`src/rtl/dot_seq_if.sv`:
```
// Bundles the load, run, MAC and result signals of the dot-product operand sequencer.
// The slave view belongs to the sequencer; the master view belongs to its surroundings.
interface dot_seq_if #(
    parameter int ELEM_W = 4,
    parameter int RES_W  = 16
);
    logic              load_valid;
    logic              load_ready;
    logic [ELEM_W-1:0] load_a;
    logic [ELEM_W-1:0] load_b;
    logic              start;
    logic              abort;
    logic              mac_clr;
    logic              mac_en;
    logic [ELEM_W-1:0] mac_a;
    logic [ELEM_W-1:0] mac_b;
    logic              mac_done;
    logic [RES_W-1:0]  mac_result;
    logic              res_valid;
    logic              res_ready;
    logic [RES_W-1:0]  res_data;
    logic              err;

    modport master (
        output load_valid, load_a, load_b, start, abort, mac_done, mac_result, res_ready,
        input  load_ready, mac_clr, mac_en, mac_a, mac_b, res_valid, res_data, err
    );

    modport slave (
        input  load_valid, load_a, load_b, start, abort, mac_done, mac_result, res_ready,
        output load_ready, mac_clr, mac_en, mac_a, mac_b, res_valid, res_data, err
    );
endinterface

```
`src/rtl/dot_operand_sequencer.sv`:
```
// Buffers one pair of operand vectors, streams them into the dot-product MAC one pair
// per cycle, then hands the MAC result out over a valid/ready port.
module dot_operand_sequencer #(
    parameter int ELEM_W   = 4,
    parameter int NUM_ELEM = 8,
    parameter int RES_W    = 16,
    parameter int TIMEOUT  = 8
) (
    input logic     CLK,
    input logic     RESET,
    dot_seq_if.slave bus
);
    localparam int IDX_W = (NUM_ELEM > 1) ? $clog2(NUM_ELEM) : 1;
    localparam int CNT_W = $clog2(TIMEOUT + 1);

    typedef enum logic [2:0] {
        S_LOAD, S_ARMED, S_CLEAR, S_STREAM, S_WAIT, S_OUT
    } state_t;

    state_t            state_q, state_d;
    logic [IDX_W-1:0]  wp_q, wp_d;
    logic [IDX_W-1:0]  rp_q, rp_d;
    logic              last_q, last_d;
    logic [CNT_W-1:0]  cnt_q, cnt_d;
    logic              wr_en;

    logic              load_ready_d;
    logic              mac_clr_d;
    logic              mac_en_d;
    logic [ELEM_W-1:0] mac_a_d;
    logic [ELEM_W-1:0] mac_b_d;
    logic              res_valid_d;
    logic [RES_W-1:0]  res_data_d;
    logic              err_d;

    logic [ELEM_W-1:0] buf_a [NUM_ELEM];
    logic [ELEM_W-1:0] buf_b [NUM_ELEM];

    always_comb begin
        state_d     = state_q;
        wp_d        = wp_q;
        rp_d        = rp_q;
        last_d      = last_q;
        cnt_d       = cnt_q;
        wr_en       = 1'b0;
        mac_clr_d   = 1'b0;
        mac_en_d    = 1'b0;
        mac_a_d     = bus.mac_a;
        mac_b_d     = bus.mac_b;
        res_valid_d = bus.res_valid;
        res_data_d  = bus.res_data;
        err_d       = 1'b0;

        if (bus.abort) begin
            // Abort beats every other event; a partly fed MAC is cleared again.
            state_d     = S_LOAD;
            wp_d        = '0;
            res_valid_d = 1'b0;
            mac_clr_d   = (state_q inside {S_CLEAR, S_STREAM, S_WAIT});
        end else begin
            if (bus.start && (state_q == S_LOAD || state_q == S_CLEAR)) begin
                err_d = 1'b1;
            end
            case (state_q)
                S_LOAD: begin
                    if (bus.load_valid && bus.load_ready) begin
                        wr_en = 1'b1;
                        if (wp_q == IDX_W'(NUM_ELEM - 1)) begin
                            wp_d    = '0;
                            state_d = S_ARMED;
                        end else begin
                            wp_d = wp_q + 1'b1;
                        end
                    end
                end
                S_ARMED: begin
                    if (bus.start) begin
                        state_d   = S_CLEAR;
                        mac_clr_d = 1'b1;
                        rp_d      = '0;
                        last_d    = 1'b0;
                    end
                end
                S_CLEAR, S_STREAM: begin
                    // The element issued at this edge is presented during the next cycle.
                    if (last_q) begin
                        state_d = S_WAIT;
                        cnt_d   = '0;
                    end else begin
                        state_d  = S_STREAM;
                        mac_en_d = 1'b1;
                        mac_a_d  = buf_a[rp_q];
                        mac_b_d  = buf_b[rp_q];
                        if (rp_q == IDX_W'(NUM_ELEM - 1)) begin
                            last_d = 1'b1;
                        end else begin
                            rp_d = rp_q + 1'b1;
                        end
                    end
                end
                S_WAIT: begin
                    if (bus.mac_done) begin
                        res_data_d  = bus.mac_result;
                        res_valid_d = 1'b1;
                        state_d     = S_OUT;
                    end else if (cnt_q == CNT_W'(TIMEOUT - 1)) begin
                        // Buffer and wp are kept so the run can simply be restarted.
                        err_d     = 1'b1;
                        mac_clr_d = 1'b1;
                        state_d   = S_ARMED;
                    end else begin
                        cnt_d = cnt_q + 1'b1;
                    end
                end
                S_OUT: begin
                    if (bus.res_ready) begin
                        res_valid_d = 1'b0;
                        wp_d        = '0;
                        state_d     = S_LOAD;
                    end
                end
                default: state_d = S_LOAD;
            endcase
        end

        load_ready_d = (state_d == S_LOAD);
    end

    always_ff @(posedge CLK or posedge RESET) begin
        if (RESET) begin
            state_q        <= S_LOAD;
            wp_q           <= '0;
            rp_q           <= '0;
            last_q         <= 1'b0;
            cnt_q          <= '0;
            bus.load_ready <= 1'b0;
            bus.mac_clr    <= 1'b0;
            bus.mac_en     <= 1'b0;
            bus.mac_a      <= '0;
            bus.mac_b      <= '0;
            bus.res_valid  <= 1'b0;
            bus.res_data   <= '0;
            bus.err        <= 1'b0;
        end else begin
            state_q        <= state_d;
            wp_q           <= wp_d;
            rp_q           <= rp_d;
            last_q         <= last_d;
            cnt_q          <= cnt_d;
            bus.load_ready <= load_ready_d;
            bus.mac_clr    <= mac_clr_d;
            bus.mac_en     <= mac_en_d;
            bus.mac_a      <= mac_a_d;
            bus.mac_b      <= mac_b_d;
            bus.res_valid  <= res_valid_d;
            bus.res_data   <= res_data_d;
            bus.err        <= err_d;
        end
    end

    // Operand storage carries no reset; wp gates what is ever read back.
    always_ff @(posedge CLK) begin
        if (wr_en) begin
            buf_a[wp_q] <= bus.load_a;
            buf_b[wp_q] <= bus.load_b;
        end
    end
endmodule

```
`src/flat_wrapper.sv`:
```
// flat-port wrapper written by rule: the top's interface ports become plain ports
module dot_operand_sequencer_flat 
#(
    parameter int ELEM_W   = 4,
    parameter int NUM_ELEM = 8,
    parameter int RES_W    = 16,
    parameter int TIMEOUT  = 8
)
  (CLK, RESET, bus_load_valid, bus_load_a, bus_load_b, bus_start, bus_abort, bus_mac_done, bus_mac_result, bus_res_ready, bus_load_ready, bus_mac_clr, bus_mac_en, bus_mac_a, bus_mac_b, bus_res_valid, bus_res_data, bus_err);
  dot_seq_if #(.ELEM_W(ELEM_W), .RES_W(RES_W)) bus_i ();
  input logic CLK;
  input logic RESET;
  input wire logic [$bits(bus_i.load_valid)-1:0] bus_load_valid;
  input wire logic [$bits(bus_i.load_a)-1:0] bus_load_a;
  input wire logic [$bits(bus_i.load_b)-1:0] bus_load_b;
  input wire logic [$bits(bus_i.start)-1:0] bus_start;
  input wire logic [$bits(bus_i.abort)-1:0] bus_abort;
  input wire logic [$bits(bus_i.mac_done)-1:0] bus_mac_done;
  input wire logic [$bits(bus_i.mac_result)-1:0] bus_mac_result;
  input wire logic [$bits(bus_i.res_ready)-1:0] bus_res_ready;
  output wire logic [$bits(bus_i.load_ready)-1:0] bus_load_ready;
  output wire logic [$bits(bus_i.mac_clr)-1:0] bus_mac_clr;
  output wire logic [$bits(bus_i.mac_en)-1:0] bus_mac_en;
  output wire logic [$bits(bus_i.mac_a)-1:0] bus_mac_a;
  output wire logic [$bits(bus_i.mac_b)-1:0] bus_mac_b;
  output wire logic [$bits(bus_i.res_valid)-1:0] bus_res_valid;
  output wire logic [$bits(bus_i.res_data)-1:0] bus_res_data;
  output wire logic [$bits(bus_i.err)-1:0] bus_err;
  assign bus_i.load_valid = bus_load_valid;
  assign bus_i.load_a = bus_load_a;
  assign bus_i.load_b = bus_load_b;
  assign bus_i.start = bus_start;
  assign bus_i.abort = bus_abort;
  assign bus_i.mac_done = bus_mac_done;
  assign bus_i.mac_result = bus_mac_result;
  assign bus_i.res_ready = bus_res_ready;
  assign bus_load_ready = bus_i.load_ready;
  assign bus_mac_clr = bus_i.mac_clr;
  assign bus_mac_en = bus_i.mac_en;
  assign bus_mac_a = bus_i.mac_a;
  assign bus_mac_b = bus_i.mac_b;
  assign bus_res_valid = bus_i.res_valid;
  assign bus_res_data = bus_i.res_data;
  assign bus_err = bus_i.err;
  dot_operand_sequencer #(.ELEM_W(ELEM_W), .NUM_ELEM(NUM_ELEM), .RES_W(RES_W), .TIMEOUT(TIMEOUT)) u_core (.CLK(CLK), .RESET(RESET), .bus(bus_i));
endmodule
```
`config.mk`:
```
export PLATFORM = sky130hd
export DESIGN_NAME = dot_operand_sequencer_flat
export DESIGN_NICKNAME = d
export VERILOG_FILES = /design/src/rtl/dot_seq_if.sv /design/src/rtl/dot_operand_sequencer.sv /design/src/flat_wrapper.sv
export SDC_FILE = /design/constraint.sdc
export NUM_CORES = 1
export LEC_CHECK = 0
export CORE_MARGIN = 2
export CORE_UTILIZATION = 60
export CTS_CLUSTER_SIZE = 28
export DETAILED_ROUTE_END_ITERATION = 6
export DONT_BUFFER_PORTS = 1
export PLACE_DENSITY = 0.76
export SYNTH_ARGS = -nofsm -noshare
export SYNTH_HDL_FRONTEND = slang
export SYNTH_SLANG_ARGS = --single-unit
```
`constraint.sdc`:
```
create_clock -name CLK -period 3.62 [get_ports CLK]
set_clock_uncertainty 0.15 [all_clocks]
set_input_delay 0.362 -clock CLK [delete_from_list [all_inputs] [get_ports CLK]]
set_output_delay 0.362 -clock CLK [all_outputs]
set_load 0.01 [all_outputs]
```
==> results of run 1 <==
==> kinds of logic (layout without fill, tap and decap cells) <==
family | count (synthesis) | count (layout) | synth area share, %
DFF | 107 | 107 | 67.7
adders and majority gates | 5 | 5 | 1.41
AOI/OAI and AO/OA | 36 | 36 | 5.03
buffers and inverters | 14 | 54 | 1.87
and+or+nand+nor | 62 | 62 | 8.74
muxes | 45 | 45 | 15.2
==> final cells by class <==
class                           instances  area, um2  share of cell area (%)
Multi-Input combinational cell        148       1350                    26.7
Tap cell                               99        124                    2.46
Clock inverter                          7        109                    2.16
Clock buffer                            9        124                    2.46
Timing Repair Buffer                   34        320                    6.36
Inverter                                4       15.0                   0.298
Sequential cell                       107       3000                    59.5
==> layer usage <==
metal  wire length [um]  global-route usage (%)  vias to the layer above  share of wire, %
met2               4140                    36.9                       81                50
met5                  0                       0                        -                 0
met1               3520                    29.2                     1223                43
met3                432                    4.36                       13               5.2
met4                154                    8.08                        0               1.9
li1                   -                       -                     1103                 -
==> where the power goes <==
part	total, uW	internal, uW	switching [uW]
Sequential	1390	1350	47.7
Combinational	240	118	122
Clock	822	404	419
==> placed cells by master, fill, tap and decap left out, drive strengths merged, types with 3 or more instances in the layout <==
cell type,count
nor3b,4
clkbuf,9
mux4,16
o21ai,10
edfxtp,64
dfrtp,43
buf,8
and2,3
nor2,23
dlygate4sd3,26
nand2b,4
nand2,8
mux2,18
nor3,4
inv,7
mux2i,11
ha,5
a21oi,13
==> metrics by stage <==
step / hold WS, ns / cells / total power, uW / util (%)
after floorplan: 0.311 / 269 / 1580 / -
after global placement: 0.280 / 366 / 1630 / 63.0
after detailed placement: 0.282 / 366 / 1630 / 63.0
after CTS: 0.00559 / 408 / 2470 / 69.8
after global routing: 0.0206 / 408 / 2550 / 69.8
final: 0.00477 / 408 / 2460 / 69.8
==> flip-flops by register name, summed over array words and instances (netlist names), 3 cells and up <==
name / count
u_core.bus.res_data: 16
u_core.buf_b: 32
u_core.wp_q: 3
u_core.cnt_q: 4
u_core.bus.mac_a: 4
u_core.rp_q: 3
u_core.state_q: 3
u_core.bus.mac_b: 4
u_core.buf_a: 32
==> synth_stat cells, types with 2 or more instances <==
cell,number,area (um2)
buf_6,2,22.5
mux2i_1,11,110
buf_4,3,22.5
mux4_2,16,360
mux2_2,18,203
a21oi_1,13,65.1
nor3b_1,4,30.0
o21ai_0,9,45.0
or3b_2,2,17.5
nor3_1,3,15.0
and3b_1,2,17.5
dfrtp_1,43,1080
buf_2,3,15.0
nand2b_1,3,18.8
ha_1,5,62.6
clkbuf_1,2,7.51
inv_1,3,11.3
nand2_1,8,30.0
and2_1,2,12.5
o32ai_1,2,17.5
edfxtp_1,64,1920
a22o_1,2,17.5
nor4b_4,2,47.6
nor2_1,21,78.8
==> worst paths after layout <==
| check | slack [ns] | endpoint | from |
|---|---|---|---|
| min | 0.005 | u_core.cnt_q[0] | bus_abort |
| max in group asynchronous | 2.24 | u_core.wp_q[0] | RESET |
| max reg2reg | 1.04 | u_core.buf_a[2][3] | u_core.state_q[2] |
| min reg2reg | 0.38 | u_core.cnt_q[0] | u_core.cnt_q[0] |
| min in group asynchronous | 0.49 | u_core.bus.mac_b[1] | RESET |
| max | 1.04 | u_core.buf_a[2][3] | u_core.state_q[2] |
==> critical path: stages, from the launching register on <==
cell and delay, ns:
dfrtp_1 0.53, nor2_1 0.21, nor4b_4 0.33, nand2b_1 0.18
nor3b_1 0.64, buf_4 0.26
==> what timing repair did <==
item,4_1_cts,5_1_grt
hold endpoints to repair,127,0
hold buffers,26,0
endpoints found under the setup margin,0,0
==> results.yml, run 1 <==
status:
  status: "finished clean"
floorplanning:
  initial_core_util_pct: 61.3
  ioPinCount: 60
  die_h_um: 89.9
  die_x_um: 89.9
  core_um2: 7210
  rows: 31
  die-area_um2: 8080
synthesis:
  synth_area_um2: 4430
  yosys_register_bits: 107
  ys_dominant_reg_cell: "edfxtp_1"
  yosys_warnings: 0
  ys_async_sr_fraction_pct: 40.2
  seq_area_frac_synth_pct: 67.7
  synth_cell_types: 50
  syn-mean-instance-area_um2: 16.5
  syn_nets: 305
  synth_edf_count: 64
  syn_inst: 269
global_routing:
  antenna_found_initial: 0
  grt_start_max_net_pins: 44
  grt_usage_pct: 22.1
  grt_pass1_wl_um: 13500
  first_global_vias: 2473
  overflow: 0
critical_path:
  critPathKind: "flop to flop"
  critical_path_required_ns: 3.56
  worstSetupStartpointType: "flop"
  end_kind: "flop"
  cp_max_fo: 13
  reg2regPathDepth: 5
  crit_arrival_ns: 2.52
timing:
  fmax_mhz: 387
  max-slew-margin-rel_pct: 38.4
  finalMaxSlewViolations: 0
  fin_crit_sh_pct: 71.4
  min_period_ns: 2.58
  worst_pin_slew_ns: 0.922
  rsz0062_at_grt: "no"
  setup_ws_ns: 1.04
  fin_setup_tns_ns: 0
  final_hold_viol_count: 0
  finalSetupViolCount: 0
drt:
  vias_per_cell: 5.93
  firstDrtPassIters: 4
  drt-initial-drc-count: 130
  avgRoutedWirePerCell_um: 20.2
  drcViolationCount: 0
  wirelength_um: 8250
  drtAntennaViolNets: 0
  via_count: 2420
place:
  pre_cts_slack_ns: 1.09
  hpwl_um: 5380
  gp_congestion: 0.820
  placement.io_buffers: 0
  postPlaceCellArea_um2: 4540
clock_tree:
  insertion_delay_ns: 0.37
  cts_max_level: 3
  cts.sinks: 107
  post_cts.repair.setup_buffers: 0
  cts-resized-gates: 0
  cts_root_buf: "clkbuf_8"
  cts_tree: "yes"
  cts.clk_slew.worst_paths_ns: 0.11
  cts_made_buffers: 9
  clk_path_buf_depth: 2
cells_and_area:
  finish.instance_area_um2: 5030
  num_antenna_cells: 0
  final_nets: 340
  drive_gt1_share_pct: 22.7
  fillers: 482
  area_growth_syn_to_layout_pct: 13.8
pwr:
  p_leak_uw: 0.00194
  vdd_ir_drop_max_v: 0.000375
  p_per_area_nw_per_um2: 488
min_path:
  hp-class: "input port to flop"
  hold_depth: 2
run:
  cap_viol_max_count: 0
No activity file was read; power rests on OpenSTA's default activity.
==> inputs of run 2 (changes only) <==
--- a/config.mk
+++ b/config.mk
@@ -6,11 +6,11 @@
 export NUM_CORES = 1
 export LEC_CHECK = 0
 export CORE_MARGIN = 2
-export CORE_UTILIZATION = 60
+export CORE_UTILIZATION = 56
 export CTS_CLUSTER_SIZE = 28
 export DETAILED_ROUTE_END_ITERATION = 6
 export DONT_BUFFER_PORTS = 1
-export PLACE_DENSITY = 0.76
+export PLACE_DENSITY = 0.74
 export SYNTH_ARGS = -nofsm -noshare
 export SYNTH_HDL_FRONTEND = slang
 export SYNTH_SLANG_ARGS = --single-unit
==> constraint.sdc (replaced) <==
create_clock -name CLK -period 2.2 [get_ports CLK]
set_clock_uncertainty 0.15 [all_clocks]
set_input_delay 0.22 -clock CLK [delete_from_list [all_inputs] [get_ports CLK]]
set_output_delay 0.22 -clock CLK [all_outputs]
set_load 0.01 [all_outputs]
==> results.yml, run 2 (synthesized netlist as in run 1, its figures left out) <==
clock_tree:
  insertion_delay_ns: 0.36
  cts.clk_slew.worst_paths_ns: 0.09
  cts_root_buf: "clkbuf_8"
  clk_path_buf_depth: 2
  cts_tree: "yes"
  cts.sinks: 107
  cts_made_buffers: 9
  cts-resized-gates: 0
  cts_max_level: 3
  post_cts.repair.setup_buffers: 0
  hold_buffers: 30
floorplanning:
  initial_core_util_pct: 57.6
  ioPinCount: 60
  die_x_um: 92.9
  die-area_um2: 8630
  die_h_um: 92.9
  core_um2: 7690
  rows: 32
pwr:
  seqPwrFrac_pct: 58.1
  clkPwrFrac_pct: 31.5
  switching_share_pct: 24.7
  netSwitchingPower_uw: 976
  p_per_area_nw_per_um2: 767
  vdd_ir_drop_max_v: 0.000462
  p_leak_uw: 0.00200
  p_int_uw: 2970
  power_frac_comb_pct: 10.4
cells_and_area:
  finish.instance_area_um2: 5150
  layout_commonest_cell: "edfxtp_1"
  final_nets: 351
  fillers: 505
  ff_latch_area_um2: 3000
  layout_common_cells: "edfxtp_1, dfrtp_1, dlygate4sd3_1"
  num_antenna_cells: 0
  multi_input_area_um2: 1380
  drive_gt1_share_pct: 25.3
  area_growth_syn_to_layout_pct: 16.4
  reg_top3: "u_core.buf_a x32, u_core.buf_b x32, u_core.bus.res_data x16"
timing:
  min_period_ns: 2.04
  fmax_mhz: 490
  finalMaxSlewViolations: 0
  hold_ws_ns: 0.0174
  setup_ws_ns: 0.160
  fin_crit_sh_pct: 92.7
  finalSetupViolCount: 0
  fin_setup_tns_ns: 0
  worst_pin_slew_ns: 1.11
  final_hold_viol_count: 0
  rsz0062_at_grt: "no"
  max-slew-margin-rel_pct: 25.6
critical_path:
  worstSetupStartpointType: "input port"
  critPathKind: "input port to flop"
  crit_arrival_ns: 1.96
  end_kind: "flop"
  cp_max_fo: 13
  critical_path_required_ns: 2.12
global_routing:
  grt_usage_pct: 19.7
  first_global_vias: 2471
  grt_start_max_net_pins: 34
  grt_pass1_wl_um: 12500
  overflow: 0
  antenna_found_initial: 0
place:
  pre_cts_slack_ns: 0.261
  gp_congestion: 0.807
  placement.io_buffers: 0
  postPlaceCellArea_um2: 4640
  hpwl_um: 5240
drt:
  vias_per_cell: 5.74
  drcViolationCount: 0
  avgRoutedWirePerCell_um: 18.8
  firstDrtPassIters: 4
  drtAntennaViolNets: 0
  drt-initial-drc-count: 104
  wirelength_um: 7920
  via_count: 2421
status:
  status: "finished clean"
min_path:
  hp-class: "input port to flop"
run:
  cap_viol_max_count: 0
## run 2: changes by cell type in the layout (fill, tap and decap cells not counted), moves of 4 or more
cell           delta
buf_4             +6
dlygate4sd3_1     +4
nor3b_1           -4
nor3b_2           +4
## run 2: power by group through the flow
stage | logic, uW | registers, uW | clock network, uW
detailed placement | 353 | 2340 | 0
global placement | 341 | 2330 | 0
finish | 412 | 2290 | 1240
CTS | 419 | 2300 | 1270
floorplan | 276 | 2320 | 0
global route | 460 | 2310 | 1360
## run 2: stage by stage
stage	util, %	total power (uW)	cells
2_1_floorplan	-	2600	269
3_3_place_gp	60.4	2680	376
3_5_place_dp	60.4	2690	376
4_1_cts	67.0	3980	422
5_1_grt	67.0	4130	422
6_report	67.0	3950	422
## run 2: worst paths after layout
check | start | to | slack (ns) | cells past startpoint
setup / recovery | bus_abort | u_core.buf_b[3][1] | 0.16 | 5
hold / removal | bus_start | u_core.last_q | 0.02 | 3
setup reg to reg | u_core.cnt_q[0] | u_core.bus.err | 0.25 | 5
hold reg to reg | u_core.cnt_q[0] | u_core.cnt_q[0] | 0.38 | 1
max in group asynchronous | RESET | u_core.last_q | 0.94 | 3
min in group asynchronous | RESET | u_core.bus.mac_a[3] | 0.31 | 2
## run 2: final cells by class
cell class	count	area share [%]
inverters	4	0.291
repair buffers	45	8.26
well taps	102	2.48
clock inverters	6	1.60
multi-input cells	148	26.7
clock buffers	10	2.48
flip-flops and latches	107	58.2
## run 2: critical path: stages
cell	delay [ns]
dlygate4sd3_1	0.74
nor4b_4	0.39
nand2_1	0.21
nor3b_2	0.21
buf_4	0.19
## run 2: routing by layer
metal  vias up  routed length, um  global-route usage (%)
met5         -                  0                       0
met4         0                 65                    5.51
met3         5                520                    4.96
met2        82               3750                    31.8
met1      1218               3580                    26.9
li1       1116                  -                       -
==> inputs of run 3 (changes only) <==
--- a/config.mk
+++ b/config.mk
@@ -6,11 +6,12 @@
 export NUM_CORES = 1
 export LEC_CHECK = 0
 export CORE_MARGIN = 2
-export CORE_UTILIZATION = 56
+export CORE_UTILIZATION = 60
 export CTS_CLUSTER_SIZE = 28
 export DETAILED_ROUTE_END_ITERATION = 6
 export DONT_BUFFER_PORTS = 1
-export PLACE_DENSITY = 0.74
+export HOLD_SLACK_MARGIN = 0.05
+export PLACE_DENSITY = 0.76
 export SYNTH_ARGS = -nofsm -noshare
 export SYNTH_HDL_FRONTEND = slang
 export SYNTH_SLANG_ARGS = --single-unit
==> constraint.sdc (replaced) <==
create_clock -name CLK -period 2.5 [get_ports CLK]
set_clock_uncertainty 0.15 [all_clocks]
set_input_delay 0.25 -clock CLK [delete_from_list [all_inputs] [get_ports CLK]]
set_output_delay 0.25 -clock CLK [all_outputs]
set_load 0.01 [all_outputs]
==> results.yml, run 3 (synthesized netlist as in run 1, its figures left out) <==
cells_and_area:
  fillers: 480
  fin_util_pct: 69.9
  layoutNonFillerInstCount: 414
  reg_top3: "u_core.buf_a x32, u_core.buf_b x32, u_core.bus.res_data x16"
  layout_common_cells: "edfxtp_1, dfrtp_1, dlygate4sd3_1"
  num_antenna_cells: 0
  drive_gt1_share_pct: 22.5
  final_nets: 346
  layout_commonest_cell: "edfxtp_1"
  area_growth_syn_to_layout_pct: 13.9
pwr:
  p_per_area_nw_per_um2: 666
  p_leak_uw: 0.00195
  vdd_ir_drop_max_v: 0.000471
  power_uw: 3360
critical_path:
  rrSetupSlack_ns: 0.40
  critical_path_required_ns: 2.60
  cp_max_fo: 15
  crit_path_top_delay_cell: "dfrtp_1"
  slowest_delay_ns: 0.68
  reg2reg_from: "u_core.state_q[1]"
  worstSetupStartpointType: "flop"
  r2r_end: "u_core.bus.res_valid"
  critPathKind: "flop to flop"
  crit_arrival_ns: 2.20
  cp_cell_sequence: "nor2b_1 -> a21oi_1 -> a2bb2oi_1 -> nor2_1 -> dlygate4sd3_1"
  end_kind: "flop"
  reg2regPathDepth: 5
drt:
  drcViolationCount: 0
  drtAntennaViolNets: 0
  drt-initial-drc-count: 197
  wirelength_um: 8330
  via_count: 2477
  firstDrtPassIters: 5
  avgRoutedWirePerCell_um: 20.1
  vias_per_cell: 5.98
clock_tree:
  cts_made_buffers: 9
  cts.clk_slew.worst_paths_ns: 0.10
  cts.sinks: 107
  cts-resized-gates: 0
  hold_buffers: 30
  cts_root_buf: "clkbuf_8"
  clk_path_buf_depth: 2
  cts_tree: "yes"
  post_cts.repair.setup_buffers: 0
  cts_max_level: 3
  insertion_delay_ns: 0.36
min_path:
  hp-class: "input port to flop"
  worstHoldEndpoint: "u_core.wp_q[0]"
  min_from: "bus_abort"
  hold_depth: 2
timing:
  final_hold_viol_count: 0
  max-slew-margin-rel_pct: 40.0
  worst_pin_slew_ns: 0.898
  min_period_ns: 2.10
  fin_setup_tns_ns: 0
  fmax_mhz: 477
  finalSetupViolCount: 0
  rsz0062_at_grt: "no"
  finalMaxSlewViolations: 0
  fin_crit_sh_pct: 83.8
floorplanning:
  core_um2: 7210
  die-area_um2: 8080
  rows: 31
  ioPinCount: 60
  die_x_um: 89.9
  initial_core_util_pct: 61.3
  die_h_um: 89.9
place:
  placement.io_buffers: 0
  hpwl_um: 5450
  dpl.cell_count: 368
  gp_congestion: 0.777
global_routing:
  grt_pass1_wl_um: 13300
  grt_start_max_net_pins: 44
  grt_usage_pct: 21.7
  antenna_found_initial: 0
  first_global_vias: 2500
  overflow: 0
run:
  cap_viol_max_count: 0
status:
  status: "finished clean"
run 3: metal layers:
| layer | vias up | wire length, um | global-route usage [%] |
|---|---|---|---|
| met3 | 16 | 541 | 4.02 |
| met1 | 1239 | 3530 | 30.2 |
| met4 | 0 | 146 | 8.33 |
| li1 | 1113 | - | - |
| met2 | 109 | 4120 | 34.7 |
| met5 | - | 0 | 0 |
run 3: layout make-up:
| cell class | count | area, um2 | area share [%] |
|---|---|---|---|
| tap | 99 | 124 | 2.46 |
| inverter | 4 | 15.0 | 0.298 |
| timing repair buffer | 40 | 375 | 7.45 |
| clock inverter | 6 | 56.3 | 1.12 |
| sequential | 107 | 3000 | 59.5 |
| clock buffer | 10 | 128 | 2.53 |
| multi-input combinational | 148 | 1350 | 26.7 |
run 3: through the flow:
stage	hold WS [ns]	setup WS (ns)	cell area, um2
after floorplan	0.199	0.157	4430
after global placement	0.169	0.503	4560
after detailed placement	0.173	0.443	4560
after CTS	0.0713	0.411	5040
after global routing	0.0618	0.210	5040
final	0.0814	0.404	5040
run 3: worst max path at each step:
stage          depth (start not counted)              start                     end  slack (ns)
4_1_cts                                5  u_core.state_q[2]      u_core.buf_b[5][0]        0.41
2_1_floorplan                          5  u_core.state_q[2]      u_core.buf_a[2][0]        0.16
3_3_place_gp                           4  u_core.state_q[1]  u_core.bus.res_data[1]        0.50
5_1_grt                                5  u_core.state_q[2]      u_core.buf_a[3][2]        0.21
3_5_place_dp                           5  u_core.state_q[2]      u_core.buf_b[5][2]        0.44
6_report                               5  u_core.state_q[1]    u_core.bus.res_valid        0.40
run 3: worst max-delay path: cells and delay by family, from the launching register on:
kind | cells | cell delay, ns
buf+inv | 1 | 0.58
compound gates | 2 | 0.34
flops | 1 | 0.68
simple gates | 2 | 0.24
run 3: power by group:
group	switching [uW]	internal (uW)	leakage, uW
Sequential	68.0	1950	0.00114
Combinational	184	175	0.000717
Clock	595	386	0.0000913
